<file path="config.mk">
export PLATFORM = sky130hd
export DESIGN_NAME = fetch_pc_unit_flat
export DESIGN_NICKNAME = d
export VERILOG_FILES = /design/src/rtl/fetch_pc_if.sv /design/src/rtl/fetch_pc_unit.sv /design/src/flat_wrapper.sv
export SDC_FILE = /design/constraint.sdc
export NUM_CORES = 1
export LEC_CHECK = 0
export BUFFER_PORTS_ARGS = -buffer_cell sky130_fd_sc_hd__buf_2
export CAP_MARGIN = 40
export CORE_MARGIN = 3
export CORE_UTILIZATION = 43
export DETAILED_ROUTE_END_ITERATION = 6
export PLACE_DENSITY_LB_ADDON = 0.25
export SLEW_MARGIN = 20
export SYNTH_ARGS = -nofsm -noshare
export SYNTH_HDL_FRONTEND = slang
export SYNTH_SLANG_ARGS = --single-unit
</file>
<file path="constraint.sdc">
create_clock -name clk -period 1.3 [get_ports clk]
set_input_delay 0.065 -clock clk [delete_from_list [all_inputs] [get_ports clk]]
set_output_delay 0.065 -clock clk [all_outputs]
set_load 0.03 [all_outputs]
</file>
<file path="src/rtl/fetch_pc_if.sv">
// Fetch-stage bundle: branch/hazard controls in, instruction-memory port, PC and IF/ID view out.
// The master side is the fetch unit; the slave side is the surrounding pipeline and memory.
interface fetch_pc_if #(
  parameter int ADDR_W  = 8,
  parameter int INSTR_W = 8
);
  logic               flush;
  logic [ADDR_W-1:0]  branch_target;
  logic               stall;
  logic               halt_req;
  logic [ADDR_W-1:0]  imem_addr;
  logic [INSTR_W-1:0] imem_data;
  logic [ADDR_W-1:0]  pc;
  logic [INSTR_W-1:0] ifid_instr;
  logic [ADDR_W-1:0]  ifid_pc1;
  logic               ifid_valid;
  logic               halted;

  modport master (
    input  flush, branch_target, stall, halt_req, imem_data,
    output imem_addr, pc, ifid_instr, ifid_pc1, ifid_valid, halted
  );

  modport slave (
    output flush, branch_target, stall, halt_req, imem_data,
    input  imem_addr, pc, ifid_instr, ifid_pc1, ifid_valid, halted
  );
endinterface

</file>
<file path="src/rtl/fetch_pc_unit.sv">
// Instruction-fetch stage: owns the PC and the IF/ID register, loads the start PC from the
// reset vector, and applies branch redirect, hazard stall and HLT freeze in that priority.
module fetch_pc_unit #(
  parameter int                ADDR_W         = 8,
  parameter int                INSTR_W        = 8,
  parameter logic [ADDR_W-1:0]  RESET_VEC_ADDR = 8'h00,
  parameter logic [INSTR_W-1:0] NOP_WORD       = 8'h00
) (
  input  logic            clk,
  input  logic            rst_n,
  fetch_pc_if.master      bus
);

  typedef enum logic [1:0] {
    S_VEC  = 2'd0,
    S_RUN  = 2'd1,
    S_HALT = 2'd2
  } state_e;

  state_e             state_q, state_d;
  logic [ADDR_W-1:0]  pc_q, pc_d;
  logic [INSTR_W-1:0] ifid_instr_q, ifid_instr_d;
  logic [ADDR_W-1:0]  ifid_pc1_q, ifid_pc1_d;
  logic               ifid_valid_q, ifid_valid_d;
  logic               halted_q, halted_d;
  logic [ADDR_W-1:0]  pc_inc;

  assign pc_inc = pc_q + ADDR_W'(1);

  // NOTE: every signal written here gets its hold value first, so no path can infer a latch.
  always_comb begin
    state_d      = state_q;
    pc_d         = pc_q;
    ifid_instr_d = ifid_instr_q;
    ifid_pc1_d   = ifid_pc1_q;
    ifid_valid_d = ifid_valid_q;
    halted_d     = halted_q;

    unique case (state_q)
      S_VEC: begin
        // The vector word is the start PC itself; controls are ignored for this one cycle.
        pc_d         = ADDR_W'(bus.imem_data);
        ifid_instr_d = NOP_WORD;
        ifid_pc1_d   = '0;
        ifid_valid_d = 1'b0;
        state_d      = S_RUN;
      end

      S_RUN: begin
        if (bus.flush) begin
          // A taken branch squashes the fetch in flight, including a younger HLT.
          pc_d         = bus.branch_target;
          ifid_instr_d = NOP_WORD;
          ifid_pc1_d   = '0;
          ifid_valid_d = 1'b0;
        end else if (bus.stall) begin
          pc_d = pc_q;
        end else if (bus.halt_req) begin
          ifid_instr_d = NOP_WORD;
          ifid_pc1_d   = '0;
          ifid_valid_d = 1'b0;
          halted_d     = 1'b1;
          state_d      = S_HALT;
        end else begin
          ifid_instr_d = bus.imem_data;
          ifid_pc1_d   = pc_inc;
          ifid_valid_d = 1'b1;
          pc_d         = pc_inc;
        end
      end

      S_HALT: begin
        halted_d = 1'b1;
      end

      default: begin
        state_d = S_VEC;
      end
    endcase
  end

  // NOTE: sequential state uses non-blocking assignments so all registers update together.
  always_ff @(posedge clk) begin
    if (!rst_n) begin
      state_q      <= S_VEC;
      pc_q         <= '0;
      ifid_instr_q <= NOP_WORD;
      ifid_pc1_q   <= '0;
      ifid_valid_q <= 1'b0;
      halted_q     <= 1'b0;
    end else begin
      state_q      <= state_d;
      pc_q         <= pc_d;
      ifid_instr_q <= ifid_instr_d;
      ifid_pc1_q   <= ifid_pc1_d;
      ifid_valid_q <= ifid_valid_d;
      halted_q     <= halted_d;
    end
  end

  assign bus.imem_addr  = (state_q == S_VEC) ? RESET_VEC_ADDR : pc_q;
  assign bus.pc         = pc_q;
  assign bus.ifid_instr = ifid_instr_q;
  assign bus.ifid_pc1   = ifid_pc1_q;
  assign bus.ifid_valid = ifid_valid_q;
  assign bus.halted     = halted_q;

endmodule
</file>
<file path="src/flat_wrapper.sv">
// flat-port wrapper written by rule: the top's interface ports become plain ports
module fetch_pc_unit_flat 
#(
  parameter int                ADDR_W         = 8,
  parameter int                INSTR_W        = 8,
  parameter logic [ADDR_W-1:0]  RESET_VEC_ADDR = 8'h00,
  parameter logic [INSTR_W-1:0] NOP_WORD       = 8'h00
)
  (clk, rst_n, bus_flush, bus_branch_target, bus_stall, bus_halt_req, bus_imem_data, bus_imem_addr, bus_pc, bus_ifid_instr, bus_ifid_pc1, bus_ifid_valid, bus_halted);
  fetch_pc_if #(.ADDR_W(ADDR_W), .INSTR_W(INSTR_W)) bus_i ();
  input  logic clk;
  input  logic rst_n;
  input wire logic [$bits(bus_i.flush)-1:0] bus_flush;
  input wire logic [$bits(bus_i.branch_target)-1:0] bus_branch_target;
  input wire logic [$bits(bus_i.stall)-1:0] bus_stall;
  input wire logic [$bits(bus_i.halt_req)-1:0] bus_halt_req;
  input wire logic [$bits(bus_i.imem_data)-1:0] bus_imem_data;
  output wire logic [$bits(bus_i.imem_addr)-1:0] bus_imem_addr;
  output wire logic [$bits(bus_i.pc)-1:0] bus_pc;
  output wire logic [$bits(bus_i.ifid_instr)-1:0] bus_ifid_instr;
  output wire logic [$bits(bus_i.ifid_pc1)-1:0] bus_ifid_pc1;
  output wire logic [$bits(bus_i.ifid_valid)-1:0] bus_ifid_valid;
  output wire logic [$bits(bus_i.halted)-1:0] bus_halted;
  assign bus_i.flush = bus_flush;
  assign bus_i.branch_target = bus_branch_target;
  assign bus_i.stall = bus_stall;
  assign bus_i.halt_req = bus_halt_req;
  assign bus_i.imem_data = bus_imem_data;
  assign bus_imem_addr = bus_i.imem_addr;
  assign bus_pc = bus_i.pc;
  assign bus_ifid_instr = bus_i.ifid_instr;
  assign bus_ifid_pc1 = bus_i.ifid_pc1;
  assign bus_ifid_valid = bus_i.ifid_valid;
  assign bus_halted = bus_i.halted;
  fetch_pc_unit #(.ADDR_W(ADDR_W), .INSTR_W(INSTR_W), .RESET_VEC_ADDR(RESET_VEC_ADDR), .NOP_WORD(NOP_WORD)) u_core (.clk(clk), .rst_n(rst_n), .bus(bus_i));
endmodule
</file>
Yosys cells after proc, flatten, opt, wreduce, memory -nomap -nowiden
Cells that the tools add are included.
{ "totals": {"register_bits": 28, "output_inout_bits": 34, "wordCells": 47} }
{ "classes": {"n_addsub": 1, "n_eq_ne": 7, "muxes": 25, "bitwise": 1, "reduce_logical": 7} }
{ "op_table": {"columns": ["cell", "n"], "rows": [
  ["8-bit two-way mux", 10],
  ["8-bit one-hot mux with 2 select lines", 3],
  ["8-bit by 1-bit adder with 8-bit output (second input constant)", 1],
  ["4-bit AND reduction", 2],
  ["1-bit two-way mux", 6],
  ["2-bit two-way mux", 3],
  ["2-bit inequality test (second input constant)", 3],
  ["3-bit inequality test (second input constant)", 2],
  ["2-bit one-hot mux with 3 select lines", 1],
  ["1-bit one-hot mux with 2 select lines", 2],
  ["2-bit nonzero test", 2],
  ["3-bit AND reduction", 1],
  ["2-bit by 1-bit equality test with 1-bit output (second input constant)", 1],
  ["2-bit equality test (second input constant)", 1],
  ["2-bit zero test", 1],
  ["2-bit AND reduction", 1],
  ["1-bit NOT", 1]
]} }

Longest topological paths before layout
{ "depth": {"depth_word": 5, "mapped_depth": 6, "ltp_nobuf": 5} }

Worst setup path after synthesis
OpenSTA, ideal clock, no wires.
{ "synth_timing": {"path_kind": "reg2reg", "from": "register u_core.pc_q[0], in the netlist u_core.bus.pc[0]", "to": "register u_core.pc_q[4], in the netlist u_core.bus.pc[4]", "arrival_time_ps": 1279, "required_time_ps": 1175, "slack_ps": -104, "path_stages_with_launch": 6, "n_path_buf": 0, "period_less_slack_ps": 1404, "cell_sequence": "dfxtp_1 -> ha_1 -> nand3_1 -> xnor2_1 -> o21ai_0 -> a31oi_1"} }
{ "synth_via": {"elab_chain_cells": 5} }
{ "synth_rtl": {"columns": ["element", "line", "source"], "rows": [
  ["start, declared", "fetch_pc_unit.sv:21", "logic [ADDR_W-1:0] pc_q, pc_d;"],
  ["start signal, assigned", "fetch_pc_unit.sv:93", "pc_q <= pc_d;"],
  ["8-bit by 1-bit adder with 8-bit output", "fetch_pc_unit.sv:28", "assign pc_inc = pc_q + ADDR_W'(1);"],
  ["8-bit two-way mux", "fetch_pc_unit.sv:58", "end else if (bus.halt_req) begin"],
  ["8-bit two-way mux", "fetch_pc_unit.sv:56", "end else if (bus.stall) begin"],
  ["8-bit two-way mux", "fetch_pc_unit.sv:50", "if (bus.flush) begin"],
  ["8-bit one-hot mux with 2 select lines", "fetch_pc_unit.sv:39", "unique case (state_q)"]
]} }
No other way between the ends. The select of a mux whose other input is x is not followed.
A chain may end at the register's enable or synchronous reset.

Worst setup path after layout
{ "layout_timing": {"from": "register u_core.state_q[0]", "to": "register u_core.pc_q[2], in the netlist u_core.bus.pc[2]"} }
{ "layout_via": {"elab_chain_cells": 3, "word_cells_on_any_way": 7} }
{ "layout_rtl": {"columns": ["element", "line", "source"], "rows": [
  ["start, declared", "fetch_pc_unit.sv:20", "state_e state_q, state_d;"],
  ["start signal, assigned", "fetch_pc_unit.sv:92", "state_q <= state_d;"],
  ["2-bit by 1-bit equality test with 1-bit output or 2-bit zero test (tied branches)", "fetch_pc_unit.sv:39", null],
  ["3-bit inequality test (no line) or 2-bit nonzero test (tied branches)", null, null],
  ["3-bit AND reduction (no line)", null, null]
]} }
Parallel ways exist; a longest one is shown, timed or not.

==> summary.json <==
{
  "multi_input_area_sq_um": 898,
  "die_h_um": 63.7,
  "gp_congestion": 0.827,
  "grt_max_degree": 19,
  "fin_worst_hold_slack_ps": 7.60,
  "intPower_uw": 1300,
  "grt_antenna_before_repair": 0,
  "layout_common_cells": "sky130_fd_sc_hd__buf_2 (46), sky130_fd_sc_hd__buf_4 (29), sky130_fd_sc_hd__dfxtp_1 (23), sky130_fd_sc_hd__nor2b_1 (21), sky130_fd_sc_hd__a22oi_2 (12)",
  "synth_cell_type_count": 40,
  "seq_cells_post_synth": 28,
  "post-route-worst-setup-slack_ps": -144,
  "final_nets": 268,
  "cp-start-kind": "register",
  "violated_checks": "setup timing",
  "tritoncts": "yes",
  "worstReg2RegEnd": "u_core.bus.pc[2]$_SDFFE_PN0P_",
  "die_area_sq_um": 4050,
  "via_count_of_the_first_global_routing_pass": 1500,
  "area.growth.synth_to_final_pct": 55.4,
  "finalCriticalPeriod_ps": 1440,
  "fill_cells": 261,
  "final_max_slew_viol_count": 0,
  "timing.clock.skew_ps": 1.05,
  "total_switching_power_uw": 631,
  "final-setup-viol-count": 28,
  "avgSynthCellArea_sq_um": 8.83,
  "detailed_routing_iteration_count_for_the_pre_antenna_repair_pass": 4,
  "clock_insertion_delay_at_the_later_pin_of_the_skew_report_ps": 320,
  "synth_async_sr_flop_share_pct": 0,
  "power_density_nw_per_um2": 868,
  "num_vias": 1545,
  "fin_tns_setup_ps": -1650,
  "detail_route.iter0.violations": 62,
  "status": "finished with violations",
  "ratio_of_cells_with_drive_above_1_in_the_final_layout_pct": 49.4,
  "combPwrFrac_pct": 32.2,
  "pwr-share-seq_pct": 48.2,
  "clock_tree.buffer_depth": 2,
  "io_pins": 55,
  "max-slew-margin-rel_pct": 76.7,
  "clockPowerShare_pct": 19.6,
  "mappedNetlistNets": 184,
  "cts.sink_count": 28,
  "globalRouteOverflowTotal": 0,
  "synth_enable_flop_cells": 0,
  "number_of_max_cap_violations": 0,
  "num_rows": 20,
  "port-buffer-count": 54,
  "placeableCoreArea_sq_um": 3100,
  "grt_pass1_wl_mm": 6.80,
  "post-dp-hpwl_mm": 3.05,
  "area.sequential_sq_um": 572,
  "ant_nets": 0,
  "netlist_area_sq_um": 1430,
  "grt_usage_pct": 20.9,
  "drt-vias-per-instance": 5.35,
  "synth_flop_cell": "sky130_fd_sc_hd__dfxtp_1",
  "timing.critical_path.to_type": "register",
  "hp-class": "in -> reg",
  "ir_worst_vdd_uv": 491,
  "synth.yosys.warnings": 0,
  "timing.hold.worst.start": "bus_imem_data[0]",
  "clockRootBuffer": "sky130_fd_sc_hd__clkbuf_4",
  "avgRoutedWirePerCell_um": 15.3,
  "fmax_ghz": 0.693,
  "hold_violations": 0,
  "worst-r2r-cell-count": 7,
  "critical_path_arrival_ps": 1710,
  "initial_standard_cell_utilization_of_the_core_pct": 46.1,
  "synth_cells": 162,
  "rsz_0062_raised_after_global_routing": "yes",
  "synth_seq_area_share_pct": 39.2,
  "detail_route.wirelength_mm": 4.44,
  "worst_ep_required_time_ps": 1570,
  "layout_worst_path_cycle_share_pct": 111,
  "mostFrequentLayoutCell": "sky130_fd_sc_hd__buf_2",
  "total_power_uw": 1930,
  "tightest_slew_ps": 350,
  "total_leakage_power_uw": 0.00100,
  "clk_pin_slew_ps": 150,
  "cts-htree-levels": 1,
  "setup.worst_path.class": "reg -> reg",
  "design_area_sq_um": 2220,
  "setup.reg_to_reg.worst_slack_ps": -140,
  "worst_r2r_startpoint": "u_core.state_q[0]$_SDFFE_PN0P_",
  "drc": 0,
  "whs_path_depth": 3,
  "switching_share_pct": 32.7,
  "die_width_um": 63.7,
  "worst_hold_path.endpoint": "u_core.bus.ifid_instr[0]$_SDFFE_PN0P_",
  "critPathMaxFanout": 8,
  "total_cts_buffers": 3,
  "dpl_cell_area_sq_um": 1870,
  "antennaDiodeCount": 0
}
[what timing repair did]
| action | CTS | global route |
|---|---|---|
| pin swaps | 7 | 10 |
| setup buffers | 7 | 2 |
| gates cloned | 0 | 3 |
| endpoints found under the hold margin | 1 | 4 |
| endpoints found under the setup margin | 30 | 34 |
| hold buffers | 1 | 4 |
| gates resized for setup | 31 | 12 |
[synthesized netlist by cell type, types with 3 or more instances]
| cell type | n | area share [%] |
|---|---|---|
| sky130_fd_sc_hd__nand2_1 | 12 | 3.1 |
| sky130_fd_sc_hd__buf_6 | 3 | 2.4 |
| sky130_fd_sc_hd__o211ai_1 | 5 | 2.6 |
| sky130_fd_sc_hd__o31a_1 | 3 | 1.8 |
| sky130_fd_sc_hd__inv_1 | 4 | 1.0 |
| sky130_fd_sc_hd__o21ai_0 | 7 | 2.4 |
| sky130_fd_sc_hd__dfxtp_1 | 28 | 39 |
| sky130_fd_sc_hd__buf_2 | 3 | 1.0 |
| sky130_fd_sc_hd__o21ai_1 | 3 | 1.0 |
| sky130_fd_sc_hd__a21oi_1 | 6 | 2.1 |
| sky130_fd_sc_hd__a31oi_1 | 3 | 1.3 |
| sky130_fd_sc_hd__xnor2_1 | 3 | 1.8 |
| sky130_fd_sc_hd__and3_1 | 7 | 3.1 |
| sky130_fd_sc_hd__a22oi_1 | 12 | 6.3 |
| sky130_fd_sc_hd__o22ai_1 | 3 | 1.3 |
| sky130_fd_sc_hd__clkbuf_1 | 4 | 1.0 |
| sky130_fd_sc_hd__nand3_1 | 5 | 1.7 |
| sky130_fd_sc_hd__nor2b_1 | 22 | 9.6 |
[stage by stage]
| stage | utilization [%] | cells | setup slack, ps |
|---|---|---|---|
| floorplan | - | 162 | -44.1 |
| global placement | 60.4 | 268 | 18.0 |
| detailed placement | 60.4 | 268 | -51.3 |
| CTS | 66.1 | 280 | -89.7 |
| global route | 71.6 | 289 | -229 |
| finish | 71.6 | 289 | -144 |
[flip-flops by register name (all words and copies together) (netlist names)]
register               flops
u_core.bus.ifid_instr      8
u_core.bus.pc              8
u_core.bus.halted          1
u_core.state_q             2
u_core.bus.ifid_pc1        8
u_core.bus.ifid_valid      1
[kinds of logic after synthesis]
kind of cell               share of synthesized area (%)
and+or+nand+nor                                     26.1
AOI/OAI and AO/OA                                   24.1
DFF                                                 39.2
buffers and inverters                               6.04
xor gates and xnor gates                            3.06
muxes                                              0.700
adders and majority gates                          0.875
[routing by layer]
metal | GRT usage [%] | wire length (um) | vias up
met3 | 3.39 | 240 | 10
li1 | - | - | 752
met2 | 37.2 | 2280 | 67
met5 | 0 | 0 | -
met1 | 25.0 | 1830 | 716
met4 | 7.55 | 90 | 0
[worst max-delay path, stage by stage (launching register included)]
cell	delay [ps]
sky130_fd_sc_hd__dfxtp_4	390
sky130_fd_sc_hd__buf_6	120
sky130_fd_sc_hd__and3b_2	240
sky130_fd_sc_hd__nor3_4	170
sky130_fd_sc_hd__buf_6	170
sky130_fd_sc_hd__buf_4	110
sky130_fd_sc_hd__o21ai_2	40
sky130_fd_sc_hd__a31oi_1	130
[worst max-delay path by stage]
stage	start	to	cells after the start
5_1_grt	u_core.state_q[0]$_SDFFE_PN0P_	u_core.bus.pc[0]$_SDFFE_PN0P_	6
4_1_cts	u_core.state_q[0]$_SDFFE_PN0P_	bus_imem_addr[4]	4
2_1_floorplan	u_core.state_q[1]$_SDFFE_PN0P_	u_core.bus.ifid_pc1[7]$_SDFFE_PN0P_	6
6_report	u_core.state_q[0]$_SDFFE_PN0P_	u_core.bus.pc[2]$_SDFFE_PN0P_	7
3_3_place_gp	u_core.state_q[0]$_SDFFE_PN0P_	u_core.bus.pc[7]$_SDFFE_PN0P_	6
3_5_place_dp	u_core.state_q[0]$_SDFFE_PN0P_	u_core.bus.pc[3]$_SDFFE_PN0P_	6
[area by class of cell]
type / instances / share of cell area (%)
Timing Repair Buffer: 90 / 29.5
Tap cell: 44 / 2.48
Multi-Input combinational cell: 119 / 40.4
Sequential cell: 28 / 25.7
Inverter: 4 / 0.676
Clock buffer: 4 / 1.18
[power groups by stage]
stage                     combinational [uW]  sequential (uW)  clock (uW)
after floorplan                          237             1020           0
after global placement                   489              944           0
after detailed placement                 503              947           0
after CTS                                561              928         385
after global routing                     666              936         415
final                                    622              929         378
(Power assumes the default switching activity.)
